**config.mk**
```make
export PLATFORM = sky130hd
export DESIGN_NAME = bp_btb_bht_param
export DESIGN_NICKNAME = d
export VERILOG_FILES = /design/src/rtl/bp_pkg.sv /design/src/rtl/bp_sat_ctr.sv /design/src/rtl/bp_btb_bht_param.sv
export SDC_FILE = /design/constraint.sdc
export NUM_CORES = 2
export LEC_CHECK = 0
export ABC_CLOCK_PERIOD_IN_PS = 7300
export BUFFER_PORTS_ARGS = -buffer_cell sky130_fd_sc_hd__buf_2
export CAP_MARGIN = 20
export CORE_MARGIN = 10
export CORE_UTILIZATION = 50
export CTS_CLUSTER_SIZE = 10
export DETAILED_ROUTE_END_ITERATION = 8
export PLACE_DENSITY_LB_ADDON = 0.25
export SKIP_CTS_REPAIR_TIMING = 1
export SLEW_MARGIN = 20
export SYNTH_ARGS = -nofsm -noshare
export SYNTH_HDL_FRONTEND = slang
export SYNTH_HIERARCHICAL = 1
export SYNTH_SLANG_ARGS = --single-unit
export TNS_END_PERCENT = 5
```
**constraint.sdc**
```tcl
create_clock -name clk -period 7.3 [get_ports clk]
set_clock_uncertainty 0.1 [all_clocks]
set_input_delay 0.365 -clock clk [delete_from_list [all_inputs] [get_ports clk]]
set_output_delay 0.365 -clock clk [all_outputs]
set_load 0.01 [all_outputs]
```
**src/rtl/bp_pkg.sv**
```systemverilog
// Shared branch-predictor definitions: address width, saturating-counter
// encoding helpers and the BTB entry layout used by predictor blocks.
package bp_pkg;

   localparam int unsigned ADDR_W    = 32;
   localparam int unsigned CTR_MAX_W = 8;

   // Fields are sized for the widest supported configuration; users slice down.
   typedef struct packed {
      logic                 valid;
      logic [ADDR_W-1:0]    tag;
      logic [ADDR_W-1:0]    target;
      logic [CTR_MAX_W-1:0] ctr;
   } bp_entry_t;

   function automatic logic [31:0] ctr_max(input int unsigned bits);
      return (32'd1 << bits) - 32'd1;
   endfunction

   function automatic logic [31:0] ctr_wt(input int unsigned bits);
      return 32'd1 << (bits - 1);
   endfunction

   function automatic logic [31:0] ctr_wn(input int unsigned bits);
      return ctr_wt(bits) - 32'd1;
   endfunction

   function automatic logic [31:0] sat_inc(input logic [31:0] cur, input int unsigned bits);
      return (cur >= ctr_max(bits)) ? cur : cur + 32'd1;
   endfunction

   function automatic logic [31:0] sat_dec(input logic [31:0] cur, input int unsigned bits);
      return (cur == 32'd0) ? cur : cur - 32'd1;
   endfunction

endpackage

```
**src/rtl/bp_sat_ctr.sv**
```systemverilog
// Combinational next-state of one saturating branch-history counter.
module bp_sat_ctr
   import bp_pkg::*;
#(
   parameter int unsigned CTR_BITS = 2
) (
   input  logic [CTR_BITS-1:0] cur,
   input  logic                taken,
   output logic [CTR_BITS-1:0] nxt
);

   always_comb begin
      nxt = cur;
      if (taken) begin
         nxt = CTR_BITS'(sat_inc(32'(cur), CTR_BITS));
      end else begin
         nxt = CTR_BITS'(sat_dec(32'(cur), CTR_BITS));
      end
   end

endmodule

```
**src/rtl/bp_btb_bht_param.sv**
```systemverilog
// Direct-mapped BTB with per-entry saturating taken counters; registered
// one-cycle lookup, EX-stage write-back port and saturating perf counters.
module bp_btb_bht_param
   import bp_pkg::*;
#(
   parameter int unsigned ENTRIES     = 64,
   parameter int unsigned CTR_BITS    = 2,
   parameter int unsigned ALLOC_TAKEN = 1,
   parameter int unsigned PERF_W      = 32
) (
   input  logic              clk,
   input  logic              resetn,
   input  logic              predict_en,
   input  logic [31:0]       pc,
   output logic              pred_valid,
   output logic              pred_jump,
   output logic [31:0]       pred_pc,
   input  logic              upd_en,
   input  logic [31:0]       upd_addr,
   input  logic              upd_jumpinst,
   input  logic              upd_jump,
   input  logic              upd_predfail,
   input  logic [31:0]       upd_target,
   output logic [PERF_W-1:0] perf_lookup,
   output logic [PERF_W-1:0] perf_hit,
   output logic [PERF_W-1:0] perf_miss
);

   localparam int unsigned IDX_W = $clog2(ENTRIES);
   localparam int unsigned TAG_W = ADDR_W - IDX_W - 2;
   localparam logic [CTR_BITS-1:0] WT = CTR_BITS'(ctr_wt(CTR_BITS));
   localparam logic [CTR_BITS-1:0] WN = CTR_BITS'(ctr_wn(CTR_BITS));

   function automatic logic [PERF_W-1:0] perf_inc(input logic [PERF_W-1:0] v, input logic ev);
      return (ev && (v != '1)) ? v + 1'b1 : v;
   endfunction

   logic                valid_q  [ENTRIES];
   logic                valid_d  [ENTRIES];
   logic [TAG_W-1:0]    tag_q    [ENTRIES];
   logic [TAG_W-1:0]    tag_d    [ENTRIES];
   logic [31:0]         target_q [ENTRIES];
   logic [31:0]         target_d [ENTRIES];
   logic [CTR_BITS-1:0] ctr_q    [ENTRIES];
   logic [CTR_BITS-1:0] ctr_d    [ENTRIES];

   logic                pred_valid_q, pred_valid_d;
   logic                pred_jump_q, pred_jump_d;
   logic [31:0]         pred_pc_q, pred_pc_d;
   logic [PERF_W-1:0]   perf_lookup_q, perf_lookup_d;
   logic [PERF_W-1:0]   perf_hit_q, perf_hit_d;
   logic [PERF_W-1:0]   perf_miss_q, perf_miss_d;

   logic [IDX_W-1:0]    rd_idx, wr_idx;
   logic [TAG_W-1:0]    rd_tag, wr_tag;
   logic                rd_hit, rd_jump, wr_hit, upd_act;
   logic [CTR_BITS-1:0] ctr_nxt;
   logic                unused_addr_lsb;

   assign unused_addr_lsb = ^{pc[1:0], upd_addr[1:0]};

   assign rd_idx  = pc[IDX_W+1:2];
   assign rd_tag  = pc[31:IDX_W+2];
   assign wr_idx  = upd_addr[IDX_W+1:2];
   assign wr_tag  = upd_addr[31:IDX_W+2];
   assign upd_act = upd_en & upd_jumpinst;

   // Lookup reads registered table state, so a same-cycle update is not visible.
   always_comb begin
      rd_hit  = valid_q[rd_idx] && (tag_q[rd_idx] == rd_tag);
      rd_jump = rd_hit && ctr_q[rd_idx][CTR_BITS-1];
      wr_hit  = valid_q[wr_idx] && (tag_q[wr_idx] == wr_tag);
   end

   bp_sat_ctr #(
      .CTR_BITS (CTR_BITS)
   ) u_sat_ctr (
      .cur   (ctr_q[wr_idx]),
      .taken (upd_jump),
      .nxt   (ctr_nxt)
   );

   always_comb begin
      pred_valid_d = predict_en;
      pred_jump_d  = pred_jump_q;
      pred_pc_d    = pred_pc_q;
      if (predict_en) begin
         pred_jump_d = rd_jump;
         pred_pc_d   = rd_jump ? target_q[rd_idx] : pc + 32'd4;
      end
   end

   always_comb begin
      valid_d  = valid_q;
      tag_d    = tag_q;
      target_d = target_q;
      ctr_d    = ctr_q;
      if (upd_act) begin
         if (wr_hit) begin
            ctr_d[wr_idx] = ctr_nxt;
            if (upd_jump) begin
               target_d[wr_idx] = upd_target;
            end
         end else if (upd_jump || (ALLOC_TAKEN == 0)) begin
            valid_d[wr_idx]  = 1'b1;
            tag_d[wr_idx]    = wr_tag;
            target_d[wr_idx] = upd_target;
            ctr_d[wr_idx]    = upd_jump ? WT : WN;
         end
      end
   end

   always_comb begin
      perf_lookup_d = perf_inc(perf_lookup_q, predict_en);
      perf_hit_d    = perf_inc(perf_hit_q, predict_en & rd_hit);
      perf_miss_d   = perf_inc(perf_miss_q, upd_act & upd_predfail);
   end

   always_ff @(posedge clk) begin
      if (!resetn) begin
         valid_q       <= '{default: 1'b0};
         ctr_q         <= '{default: WT};
         pred_valid_q  <= 1'b0;
         pred_jump_q   <= 1'b0;
         pred_pc_q     <= '0;
         perf_lookup_q <= '0;
         perf_hit_q    <= '0;
         perf_miss_q   <= '0;
      end else begin
         valid_q       <= valid_d;
         ctr_q         <= ctr_d;
         pred_valid_q  <= pred_valid_d;
         pred_jump_q   <= pred_jump_d;
         pred_pc_q     <= pred_pc_d;
         perf_lookup_q <= perf_lookup_d;
         perf_hit_q    <= perf_hit_d;
         perf_miss_q   <= perf_miss_d;
      end
   end

   // Tags and targets are qualified by valid, so they need no reset.
   always_ff @(posedge clk) begin
      if (resetn) begin
         tag_q    <= tag_d;
         target_q <= target_d;
      end
   end

   assign pred_valid  = pred_valid_q;
   assign pred_jump   = pred_jump_q;
   assign pred_pc     = pred_pc_q;
   assign perf_lookup = perf_lookup_q;
   assign perf_hit    = perf_hit_q;
   assign perf_miss   = perf_miss_q;

endmodule

```
# After elaboration in Yosys (flattened, before gate mapping)
# Index checks and enable logic that the tools add are counted.
# op_classes
add_sub_neg	6
order_cmp	4
eq_ne	5
n_mux	40
bitwise_logic	7
n_reduce_logical	13
# op_table
operator	count
$bwmux 2048	1
$bwmux 1536	1
$bmux 24 s6	2
$bwmux 128	2
$mux 128	2
$bmux 32 s6	1
$demux 32 s6	1
$demux 24 s6	1
$mux 32	4
$mux 24	5
$add 32x1->32 const B	3
$ne 32x32->1 const B	3
$or 64x64->64	1
$eq 24x24->1	2
$add 32x3->32 const B	1
$bmux 2 s6	2
$mux 2	9
$ge 7x7->1 const B	2
$not 6->7	2
$bmux 1 s6	2
$demux 2 s6	1
$logic_and 1x1->1	7
$lt 7x1->1 const B	1
$demux 1 s6	1
11 further kinds	18
# word_totals
register_bits	3906
wordCells	337

# Logic depth before layout (Yosys ltp)
# depth
word_depth	9
depth_mapped	20
ltp_nobuf	12

# Modules after synthesis
# Netlist, hierarchy kept.
# modules_own_cells
mod	n_inst	cells_per_inst	area_each_um2	seq_area_each_um2
bp_btb_bht_param	1	8944	165697.7	114069.4
bp_sat_ctr	1	3	26.3	0.0

# Least setup slack after synthesis
# OpenSTA, ideal clock, no wires.
# synth_timing
path_kind	input port to flip-flop
start	in upd_addr[2]
end	reg tag_q[0] (netlist bit), enable pin
setup_time_ns	0.438
arrival_time_ns	4.833
slack_ns	1.930
path_stages	14
cell_sequence	buf_2 -> buf_2 -> buf_1 -> buf_2 -> mux4_2 -> a22oi_1 -> o211ai_1 -> nor4_1 -> xnor2_1 -> nor4_1 -> nand4_1 -> o21ai_1 -> buf_2 -> nor3_1
# synth_via
elab_chain_len	8
elab_cells_between_ends	11
cone_classes	eq/ne (1); mux (6); bitwise (2); reduce/logical (2)
# synth_lines
item	line	source
start, declared	bp_btb_bht_param.sv:19	input logic [31:0] upd_addr,
$not 6->7 (implied by the code) *	bp_btb_bht_param.sv:72	wr_hit = valid_q[wr_idx] && (tag_q[wr_idx] == wr_tag);
$bmux 24 s6	bp_btb_bht_param.sv:72	
$mux 24 (implied by the code) (2 in a row)	bp_btb_bht_param.sv:72	
$eq 24x24->1	bp_btb_bht_param.sv:72	
$logic_and 1x1->1 *	bp_btb_bht_param.sv:72	
$not 1->1 (no source line) *	--	
$reduce_and 4->1 (no source line) *	--	
end signal, assigned	bp_btb_bht_param.sv:144	tag_q <= tag_d;
end, declared	bp_btb_bht_param.sv:40	logic [TAG_W-1:0] tag_q [ENTRIES];
# Mark *: on every way between the ends. The rest lies on a longest branch, timed or not. The select of a mux whose other input is x is not followed.
# A chain may end at the register's enable or synchronous reset.

# Final worst setup path
# layout_timing
start	reg tag_q[242] (netlist bit)
end	reg pred_pc_q[31] (netlist: pred_pc[31])
# layout_via
elab_chain_len	7
# layout_lines
item	line	source
$bmux 24 s6	bp_btb_bht_param.sv:70	rd_hit = valid_q[rd_idx] && (tag_q[rd_idx] == rd_tag);
$mux 24 (implied by the code) (2 in a row)	bp_btb_bht_param.sv:70	
$eq 24x24->1	bp_btb_bht_param.sv:70	
$logic_and 1x1->1	bp_btb_bht_param.sv:70	
$logic_and 1x1->1	bp_btb_bht_param.sv:71	rd_jump = rd_hit && ctr_q[rd_idx][CTR_BITS-1];
$mux 32	bp_btb_bht_param.sv:89	pred_pc_d = rd_jump ? target_q[rd_idx] : pc + 32'd4;
end signal, assigned	bp_btb_bht_param.sv:134	pred_pc_q <= pred_pc_d;
end, declared	bp_btb_bht_param.sv:49	logic [31:0] pred_pc_q, pred_pc_d;
# Every way passes these cells. The select of a mux whose other input is x is not followed.

==> qor.txt <==
Startpoint Class: flop
Post-DP HPWL: 363 mm
Most common cell in the synthesized netlist: edfxtp_1
#FFs+latches synth: 3,906
Fillers: 24,500
Hold Fails Final Rpt: 76
Placed Cells: 13,400
Syn avg cell area: 18.5 um^2
Initial Utilization: 50.2%
WS Path Type: reg -> reg
Total grt overflow: 0
CTS clock-pin slew for the worst setup and hold paths: 60 ps
Crit-path max FO: 21
FF/Latch Area: 114,000 um^2
Avg Vias per Cell: 7.17
FF-to-FF setup slack: 840 ps
Finished Layout Cells: 14,100
Slew Limit Fails: 0
Die X: 596 um
# DRC: 0
Maximum clock rate: 155 MHz
Seq/Total Area, Yosys: 68.8%
# rows: 211
Utilization of the core after routing: 57.0%
Worst slew pin tran: 1360 ps
Max VDD drop: 0.223 mV
Largest net degree at the start of global routing: 138
Multi-input gate area: 49,400 um^2
Routed Antenna Nets: 0
Rel. slew slack: 9.11%
Status: finished with violations
Die Ht: 596 um
Ys Warns: 6
Synth top area share: 64.9%
Initial antenna violation count: 47
Cts bufs inserted: 436
Setup tns final: 0 ps
Prevailing post-synth register cell: edfxtp_1
Drt first pass iters: 8
CTS tree: yes
DR vias: 101,000
Reg2reg path depth: 13
IO Count: 233
Post-synth top area cell: edfxtp_1
Clock buffer depth: 4
Worst R2R Start: tag_q[242]$_DFFE_PP_
Worst min path class: in -> reg
Synthesized instance count: 8,947
Max cap viols: 0
Hold Worst Slack: -37.2 ps
Port Buf Inserts: 230
Final Cycle Share: 88.5%
RSZ-0062 raised after global routing: false
Worst Path Arrival: 7260 ps
Tmin final: 6460 ps
Routability cong.: 1.02
Final WL: 578 mm
Nature of the critical path endpoint: flop
Die area: 355,000 um^2
Layout cells sized above 1: 28.2%
# nets final: 9,658
First-pass GRT wire length: 793 mm
Initial drt markers: 17,300
Async set-or-reset flop fraction in the synthesized netlist: 0%
GRT Total Usage: 31.6%
Worst EP required: 8100 ps
Post-synthesis cell type count: 97
Leakage: 60.7 nW
CTS H-tree lvls: 5
Final setup violation count: 0
Syn nets: 9,054
Setup crit end: pred_pc[31]$_SDFFE_PN0P_
Mapped Area: 166,000 um^2
Synth top cells by count: 3,584 x edfxtp_1, 1,126 x mux4_2, 425 x mux2i_1
CP Launch Point: tag_q[242]$_DFFE_PP_
Area contributors post-synth: edfxtp_1 65%, mux4_2 15%, dfxtp_1 3.9%, mux2i_1 2.6%, a22oi_1 1.3%
Worst skew pair latency: 1010 ps
Vias in the first global route: 98,600
RR Endpoint: pred_pc[31]$_SDFFE_PN0P_
Root buf cell: clkbuf_16
Synth-to-layout area growth: 13.6%
Number of synthesized flops with an enable pin: 3,584
Placeable Area: 330,000 um^2
Clock sink count: 3,906
Wire length per cell: 41.0 um
Power per cell area: 253 nW/um^2
Violated checks: negative hold slack
-- registers in the layout, summed over array words and instances (netlist names) --
register     count
target_q      2048
perf_hit        32
valid_q         64
pred_pc         32
ctr_q          128
pred_valid       1
tag_q         1536
perf_miss       32
perf_lookup     32
pred_jump        1
-- worst min-delay path by stage --
| stage | cells after the start | startpoint | to | slack [ps] |
|---|---|---|---|---|
| 2_1_floorplan | 1 | valid_q[20]$_SDFFE_PN0P_ | valid_q[20]$_SDFFE_PN0P_ | 330 |
| 6_report | 2 | upd_addr[16] | tag_q[440]$_DFFE_PP_ | -40 |
| 5_1_grt | 2 | upd_addr[31] | tag_q[71]$_DFFE_PP_ | -5 |
| 4_1_cts | 3 | pc[0] | pred_pc[0]$_SDFFE_PN0P_ | -470 |
| 3_5_place_dp | 1 | valid_q[20]$_SDFFE_PN0P_ | valid_q[20]$_SDFFE_PN0P_ | 360 |
| 3_3_place_gp | 1 | valid_q[20]$_SDFFE_PN0P_ | valid_q[20]$_SDFFE_PN0P_ | 350 |
-- worst max-delay path: stages (launching register included) --
cell and delay [ps]:
edfxtp_1 390, mux4_2 460, mux2i_1 560, o311ai_1 370, a2111oi_2 660, a21oi_1 140
or4b_1 800, a2111oi_1 930, buf_4 250, nand2_1 90, or3_1 640, nor3_1 330
a311oi_1 80, dlygate4sd3_1 610
-- through the flow --
step | power (mW) | area (um^2) | setup slack (ps) | hold slack, ps
6_report | 47.6 | 188000 | 843 | -37.2
5_1_grt | 48.6 | 188000 | 1020 | -4.69
4_1_cts | 47.5 | 187000 | 1600 | -467
3_5_place_dp | 28.3 | 175000 | 812 | 357
3_3_place_gp | 28.3 | 175000 | 787 | 347
2_1_floorplan | 26.7 | 166000 | 1930 | 335
-- final cells by class --
| type | instances | share of cell area (%) |
|---|---|---|
| flip-flops and latches | 3906 | 60.6 |
| clock buffers | 585 | 6.22 |
| well taps | 4366 | 2.90 |
| diodes | 25 | 0.0332 |
| clock inverters | 32 | 0.193 |
| repair buffers | 836 | 3.71 |
| inverters | 34 | 0.0778 |
| multi-input cells | 4337 | 26.2 |
-- metal layers --
layer,global-route usage (%),wire (um)
met3,9.14,71200
met5,0,57
met4,22.1,49900
met2,47.3,259000
met1,39.9,198000
-- power breakdown --
part,total (mW),internal [mW],switching [mW]
combinational,3.59,1.19,2.41
clock,19.5,11.0,8.49
sequential,24.5,24.5,0.0182
total,47.6,36.7,10.9
-- kinds of logic (layout without fill, tap and decap cells) --
family	Yosys count	after routing	synth area share, %
buf+inv	704	1487	2.05
other cells	0	25	0
flops	3906	3906	68.8
mux	1709	1709	19.0
simple gates	1074	1074	3.28
compound gates	1432	1432	6.16
xor+xnor	116	116	0.613
fa+ha+maj	6	6	0.0438
-- cells in the final DEF, fill, tap and decap left out, types with 27 or more instances in the layout --
cell           count
a211oi_1         158
a21o_1            71
a21oi_1          265
a221o_1           49
a221oi_1         143
a22o_1            59
a22oi_1          291
a31oi_1           29
and3_1            48
buf_12            77
buf_2            192
buf_4            489
clkbuf_1         133
clkbuf_16        443
dfxtp_1          322
dlygate4sd3_1     72
edfxtp_1        3584
inv_1             27
mux2_2           150
mux2i_1          423
mux4_2          1126
nand2_1          213
nand2b_1          34
nand3_1          115
nand4_1           57
nor2_1           193
nor2_4            67
nor3_1            46
nor3_2            63
nor4_1            34
o21ai_0          114
o22ai_1           94
or3_1             31
xnor2_1           54
xor2_1            62
No activity file was read; power rests on OpenSTA's default activity.
